File: src/rtl/core_pkg.sv
// Shared fetch-stage constants and types: bus widths, memory depth, halt encoding,
// fetch FSM states and the IF/ID pipeline-register layout.
package core_pkg;

  localparam int unsigned ADDR_W    = 32;
  localparam int unsigned DATA_W    = 32;
  localparam int unsigned MEM_DEPTH = 1024;
  localparam logic [DATA_W-1:0] HALT_INSTR = 32'hFFFF_FFFF;

  typedef enum logic [1:0] {
    BOOT   = 2'd0,
    RUN    = 2'd1,
    HALTED = 2'd2
  } fetch_state_t;

  typedef struct packed {
    logic              valid;
    logic [DATA_W-1:0] instr;
    logic [ADDR_W-1:0] pc;
  } ifid_t;

endpackage

File: src/rtl/if_fetch_stage_pc_next_sel.sv
// Next-PC priority mux (redirect > flush > stall > sequential) with the
// redirect range check and the normal-capture qualifier.
module pc_next_sel
  import core_pkg::*;
#(
  parameter int unsigned ADDR_W    = core_pkg::ADDR_W,
  parameter int unsigned MEM_DEPTH = core_pkg::MEM_DEPTH
) (
  input  fetch_state_t      i_state,
  input  logic              i_redirect,
  input  logic [ADDR_W-1:0] i_redirect_pc,
  input  logic              i_flush,
  input  logic              i_stall,
  input  logic [ADDR_W-1:0] i_pc,
  output logic [ADDR_W-1:0] o_pc_next,
  output logic              o_range_err,
  output logic              o_capture
);

  localparam logic [ADDR_W-1:0] LP_LAST_PC = ADDR_W'(MEM_DEPTH - 1);

  logic w_redirect_live;

  always_comb begin
    w_redirect_live = i_redirect && (i_state != BOOT);
    o_range_err     = w_redirect_live && (i_redirect_pc > LP_LAST_PC);
    o_capture       = (i_state == RUN) && !i_redirect && !i_flush && !i_stall;

    o_pc_next = i_pc;
    if (w_redirect_live) begin
      // Out-of-range targets leave the PC where it is.
      if (!o_range_err) begin
        o_pc_next = i_redirect_pc;
      end
    end else if (o_capture) begin
      o_pc_next = (i_pc == LP_LAST_PC) ? '0 : i_pc + ADDR_W'(1);
    end
  end

endmodule

File: src/rtl/if_fetch_stage.sv
// Instruction-fetch stage: PC register, IF/ID capture, BOOT/RUN/HALTED control.
// Define IF_FETCH_PERF_EN to add the saturating fetch_count_o capture counter.
module if_fetch_stage
  import core_pkg::*;
#(
  parameter int unsigned       ADDR_W     = core_pkg::ADDR_W,
  parameter int unsigned       DATA_W     = core_pkg::DATA_W,
  parameter int unsigned       MEM_DEPTH  = core_pkg::MEM_DEPTH,
  parameter logic [ADDR_W-1:0] RESET_PC   = '0,
  parameter logic [DATA_W-1:0] HALT_INSTR = core_pkg::HALT_INSTR
) (
  input  logic              clk,
  input  logic              rst,
  input  logic              stall_i,
  input  logic              flush_i,
  input  logic              redirect_i,
  input  logic [ADDR_W-1:0] redirect_pc_i,
  output logic [ADDR_W-1:0] imem_addr_o,
  input  logic [DATA_W-1:0] imem_instr_i,
  output logic              ifid_valid_o,
  output logic [DATA_W-1:0] ifid_instr_o,
  output logic [ADDR_W-1:0] ifid_pc_o,
  output logic              halted_o,
`ifdef IF_FETCH_PERF_EN
  output logic [31:0]       fetch_count_o,
`endif
  output logic              err_o
);

  fetch_state_t      r_state;
  fetch_state_t      w_state_next;
  logic [ADDR_W-1:0] r_pc;
  logic [ADDR_W-1:0] w_pc_next;
  ifid_t             r_ifid;
  logic              r_err;
  logic              w_range_err;
  logic              w_capture;
  logic              w_halt_hit;
  logic              w_halted;

  pc_next_sel #(
    .ADDR_W    (ADDR_W),
    .MEM_DEPTH (MEM_DEPTH)
  ) u_pc_next_sel (
    .i_state       (r_state),
    .i_redirect    (redirect_i),
    .i_redirect_pc (redirect_pc_i),
    .i_flush       (flush_i),
    .i_stall       (stall_i),
    .i_pc          (r_pc),
    .o_pc_next     (w_pc_next),
    .o_range_err   (w_range_err),
    .o_capture     (w_capture)
  );

  assign w_halt_hit = w_capture && (imem_instr_i == HALT_INSTR);

  always_ff @(posedge clk) begin
    if (rst) begin
      r_state <= BOOT;
    end else begin
      r_state <= w_state_next;
    end
  end

  always_comb begin
    w_state_next = r_state;
    unique case (r_state)
      BOOT: w_state_next = RUN;
      RUN: begin
        if (w_range_err || w_halt_hit) begin
          w_state_next = HALTED;
        end
      end
      HALTED: begin
        if (redirect_i && !w_range_err) begin
          w_state_next = RUN;
        end
      end
      default: w_state_next = BOOT;
    endcase
  end

  always_comb begin
    w_halted = (r_state == HALTED);
  end

  // IF/ID: capture on a normal RUN cycle, hold on a bare stall (and in BOOT),
  // otherwise drop the entry.
  always_ff @(posedge clk) begin
    if (rst) begin
      r_pc   <= RESET_PC;
      r_ifid <= '0;
      r_err  <= 1'b0;
    end else begin
      r_pc <= w_pc_next;
      if (w_range_err) begin
        r_err <= 1'b1;
      end
      if (w_capture) begin
        r_ifid.valid <= 1'b1;
        r_ifid.instr <= imem_instr_i;
        r_ifid.pc    <= r_pc;
      end else if (r_state != BOOT) begin
        if (redirect_i || flush_i || !stall_i) begin
          r_ifid.valid <= 1'b0;
        end
      end
    end
  end

`ifdef IF_FETCH_PERF_EN
  logic [31:0] r_fetch_count;

  always_ff @(posedge clk) begin
    if (rst) begin
      r_fetch_count <= '0;
    end else if (w_capture && (r_fetch_count != '1)) begin
      r_fetch_count <= r_fetch_count + 32'd1;
    end
  end

  assign fetch_count_o = r_fetch_count;
`endif

  assign imem_addr_o  = r_pc;
  assign ifid_valid_o = r_ifid.valid;
  assign ifid_instr_o = r_ifid.instr;
  assign ifid_pc_o    = r_ifid.pc;
  assign halted_o     = w_halted;
  assign err_o        = r_err;

endmodule

File: config.mk
export PLATFORM = sky130hd
export DESIGN_NAME = if_fetch_stage
export DESIGN_NICKNAME = d
export VERILOG_FILES = /design/src/rtl/core_pkg.sv /design/src/rtl/if_fetch_stage_pc_next_sel.sv /design/src/rtl/if_fetch_stage.sv
export SDC_FILE = /design/constraint.sdc
export NUM_CORES = 1
export LEC_CHECK = 0
export BUFFER_PORTS_ARGS = -buffer_cell sky130_fd_sc_hd__buf_4
export CORE_ASPECT_RATIO = 1.1
export CORE_MARGIN = 2
export CORE_UTILIZATION = 51
export CTS_BUF_LIST = sky130_fd_sc_hd__clkbuf_8
export CTS_CLUSTER_DIAMETER = 100
export CTS_CLUSTER_SIZE = 20
export DETAILED_ROUTE_END_ITERATION = 6
export MAX_ROUTING_LAYER = met4
export PLACE_DENSITY = 0.79
export SLEW_MARGIN = 5
export SYNTH_ARGS = -nofsm -noshare
export SYNTH_HDL_FRONTEND = slang
export SYNTH_SLANG_ARGS = --single-unit
File: constraint.sdc
create_clock -name clk -period 2.8 [get_ports clk]
set_clock_uncertainty 0.1 [all_clocks]
set_input_delay 0.14 -clock clk [delete_from_list [all_inputs] [get_ports clk]]
set_output_delay 0.14 -clock clk [all_outputs]
set_load 0.02 [all_outputs]
Word-level counts from Yosys, hierarchy flattened. Index checks and enable logic that the tools add are counted.

Register bits: 100. Input port bits: 69. Output and inout port bits: 99. Logic and storage cells: 47.

$add $sub $neg: 1. Order comparisons: 1. Equal/unequal tests: 7. Muxes and demuxes: 10. Reduce and logical (&&, ||, !) cells: 22.

Operators by type and width (number): 2-to-1 mux 32 bit (4); adder 32 x 1 -> 32 bit, second input constant (1); == test 32 x 10 -> 1 bit, second input constant (1); == test 32 bit, second input constant (1); greater-than comparator 32 x 10 -> 1 bit, second input constant (1); nonzero test 2 bit (4); logical AND 1 bit (7); one-hot mux 2 bit (3 select lines) (1); AND reduction 2 bit (3); zero test 1 bit (4); 2-to-1 mux 2 bit (2); inequality test 2 bit, second input constant (2); logical OR 1 bit (3); 2-to-1 mux 1 bit (3); == test 2 x 1 -> 1 bit, second input constant (1); == test 2 bit, second input constant (1); zero test 2 bit (1); inequality test 2 x 1 -> 1 bit, second input constant (1).

Depth between registers and ports, before layout.
Word-level depth: 8. Gate-level depth with buffers: 9.

Modules after synthesis. Synthesis repeated with hierarchy kept, for this count alone.

Cells, all modules: 497. Area, all modules: 4610.7 µm².

Modules (own cells, without submodules): if_fetch_stage (instances 1, cells each 309, area each 3358.2 µm²); pc_next_sel (instances 1, cells each 188, area each 1252.5 µm²).

Worst setup path after synthesis. No wires, ideal clock.

Path type: register -> register. Start: register r_pc[0] (netlist: imem_addr_o[0]). End: register r_pc[30] (netlist: imem_addr_o[30]). Setup time: 0.070 ns. Data arrival time: 2.326 ns. Slack: 0.304 ns. Stages on the path, launching flop included: 7. Buffers on the path: 0. Clock period less this slack: 2.496 ns. Cells stage by stage: dfxtp_1 -> ha_1 -> nand4_2 -> or3_4 -> or3_4 -> or4_1 -> a21oi_1.

Word-level cells in the longest chain between the ends: 4.

RTL lines: start, declared (RTL line if_fetch_stage.sv:32) `logic [ADDR_W-1:0] r_pc;`; start signal, assigned (RTL line if_fetch_stage.sv:96) `r_pc <= w_pc_next;`; adder 32 x 1 -> 32 bit / == test 32 x 10 -> 1 bit (equally long branches) (RTL line if_fetch_stage_pc_next_sel.sv:36) `o_pc_next = (i_pc == LP_LAST_PC) ? '0 : i_pc + ADDR_W'(1);`; 2-to-1 mux 32 bit * (RTL line if_fetch_stage_pc_next_sel.sv:36); 2-to-1 mux 32 bit * (RTL line if_fetch_stage_pc_next_sel.sv:35) `end else if (o_capture) begin`; 2-to-1 mux 32 bit * (RTL line if_fetch_stage_pc_next_sel.sv:30) `if (w_redirect_live) begin`.

Every way passes the cells marked *; elsewhere a longest branch is shown, timed or not. The select of a mux whose other input is x is not followed. A chain may end at the register's enable or synchronous reset.

Final worst setup path.
Start: register r_pc[1] (netlist: imem_addr_o[1]). End: register r_pc[22] (netlist: imem_addr_o[22]).

The elaborated chain is that of the path after synthesis.

==> results.cfg <==
[drt]
dr_wl_met3_um = 1075
via_per_inst = 5.817
first_iter_violations = 344
dr.pass1.iters = 5
antenna_left = 0
routed_wl_um = 13940
highest_layer = met4
avgRoutedWirePerCell_um = 15.82
met2WireLength_um = 6656
drc = 0
wl_met1_um = 5781
vias = 5125

[global_route]
grt_pass1_vias = 4740
grtUsageTotal_pct = 30.32
grt_pass1_wl_um = 22290
antenna_found_initial = 0
grt_max_degree = 68
grt_overflow = 0

[min_path]
holdPathStages = 3
hold_path_class = in -> reg

[sta]
finalHoldViolations = 0
rsz0062_at_grt = no
min_period_ns = 2.586
timing.hold.ws_ns = 0.01522
post-route-period-util_pct = 92.34
relSlewSlack_pct = 44.18
tns_ns = 0
drv_slew = 0
worstMarginPinSlew_ns = 0.8364
fmax_mhz = 386.8
finalSetupViolCount = 0

[placed_design]
dpl_cell_area_um2 = 5723
gp_congestion = 0.8913
io_buffers = 167
dp_hpwl_um = 9092
placedCellCount = 831

[final_layout]
areaGrowthSynthToFinish_pct = 42.67
num_antenna_cells = 0
n_fill_cell = 629
layout_common_cells = 179 x buf_4, 153 x nand2_1, 100 x dfxtp_1, 99 x a21oi_1, 34 x dlygate4sd3_1
final_layout_size_suffix_gt1_share_pct = 26.88
instances_no_fill = 881
stdcell_area_um2 = 6262
utilization_pct = 74.87
finalNetCount = 835
ff_latch_area_um2 = 2002
multiInputGateArea_um2 = 2222
mostFrequentLayoutCell = buf_4

[yosys]
synth_area_um2 = 4389
synth_top_area_share_pct = 45.61
synth-edff-count = 0
avgSynthCellArea_um2 = 7.542
synth.area.top_cells = dfxtp_1 46%, nand2_1 13%, a21oi_1 11%
synth_seq_area_share_pct = 45.61
synth_cell_types = 44
netlist_instances = 582
synth_top_cell_by_area = dfxtp_1
synthFlopType = dfxtp_1
synth-seq-cells = 100
ys_warn_count = 0
synth_nets = 652
synthArstFlopShare_pct = 0

[critical_path]
cp.arrival_ns = 2.76
startpoint = imem_addr_o[1]
rrSetupSlack_ns = 0.21
path_class = reg -> reg
critPathLaunchType = register
setup.worst_path.end_class = register
reg2regPathDepth = 7
crit_path_end = imem_addr_o[22]
r2r_end = imem_addr_o[22]
cp_max_fo = 6
worst_ep_required_time_ns = 2.97
r2r-start = imem_addr_o[1]

[power_and_ir_drop]
pwr_density_cell_nw_per_um2 = 423.5
power.leakage_nw = 2.456
ir_drop_uv = 247.2

[flow_run]
drv_cap = 0

[cts]
cts_resized = 0
path_clk_slew_ns = 0.09
postCtsSetupBuffers = 0
cts_made_buffers = 9
cts_hold_buf = 34
htreeDepth = 3
cts.sinks = 100
root_buffer = clkbuf_8
clock_latency_ns = 0.37
cts_tree = yes
cts.path.max_buffers = 2

[floorplan]
core_area_um2 = 8364
dieWidth_um = 92.45
io_pins = 168
die_area_um2 = 9365
die-height_um = 101.3
rows = 35
start_util_pct = 52.48

[run_status]
status = finished clean
-- registers in the layout, indices dropped and copies added (netlist names) --
signal,flops
err_o,1
ifid_instr_o,32
r_state,2
ifid_pc_o,32
ifid_valid_o,1
imem_addr_o,32
-- worst min path at each step --
stage,startpoint,end,slack [ns]
finish,redirect_i,r_state[0],0.02
global route,redirect_i,r_state[0],0.007
CTS,stall_i,ifid_valid_o,0.004
detailed placement,imem_instr_i[24],ifid_instr_o[24],0.31
global placement,imem_instr_i[9],ifid_instr_o[9],0.30
floorplan,imem_instr_i[0],ifid_instr_o[0],0.18
-- per-stage QoR --
stage	worst slack (ns)	power [W]
after global routing	0.03363	0.002752
after floorplan	0.3040	0.001600
after CTS	0.2483	0.002652
final	0.2144	0.002652
after detailed placement	0.2763	0.001736
after global placement	0.3774	0.001730
-- kinds of logic (layout without fill, tap and decap cells) --
group / count (synthesis) / after routing / share of synthesized area (%)
AND/OR/NAND/NOR: 270 / 270 / 28.96
AO/OA/AOI/OAI: 164 / 164 / 20.87
flip-flops: 100 / 100 / 45.61
buffers and inverters: 46 / 234 / 4.076
adder cells (fa/ha/maj): 1 / 1 / 0.2850
XOR/XNOR: 1 / 1 / 0.1996
-- critical path: stages (launching register included) --
cell and delay, ns:
dfxtp_1 0.43, ha_1 0.29, nand4_2 0.19, or3_4 0.44, or3_4 0.42, nor3_1 0.29
nor2_1 0.09, a311oi_1 0.24
-- Yosys cell counts, types with 2 or more instances --
library cell,instances
a32oi_1,2
and3_1,6
a211oi_1,5
nand4b_1,3
o31ai_1,2
and4_1,2
a311oi_1,3
nor2_1,30
nand3_1,12
a21oi_1,99
a41oi_1,4
dfxtp_1,100
a31oi_1,6
nand3b_1,2
inv_1,5
nand2_1,153
buf_1,3
o21a_1,2
or4_1,2
nor4_1,15
nand4_1,17
or3_1,11
a22o_1,2
nor3_1,5
nor3b_1,4
o21ai_0,32
clkbuf_1,33
buf_2,5
or3_4,2
-- report_power, final --
part | total, W | switching, W | internal [W] | leakage, nW
logic | 0.000298 | 0.000150 | 0.000148 | 1.55
clock network | 0.000903 | 0.000501 | 0.000402 | 0.103
registers | 0.00145 | 0.0000148 | 0.00144 | 0.807
-- final cells by class --
cell class	instances	area share, %
clock inverters	4	0.4995
flip-flops and latches	100	31.97
inverters	5	0.2997
multi-input cells	436	35.48
repair buffers	213	26.89
well taps	111	2.218
clock buffers	12	2.637
-- per-layer routing --
metal / global-route usage [%] / vias to the layer above
met5: - / -
met1: 37.91 / 2367
li1: - / 2427
met2: 48.29 / 289
met4: 13.09 / 0
met3: 5.580 / 42
(Power assumes the default switching activity.)
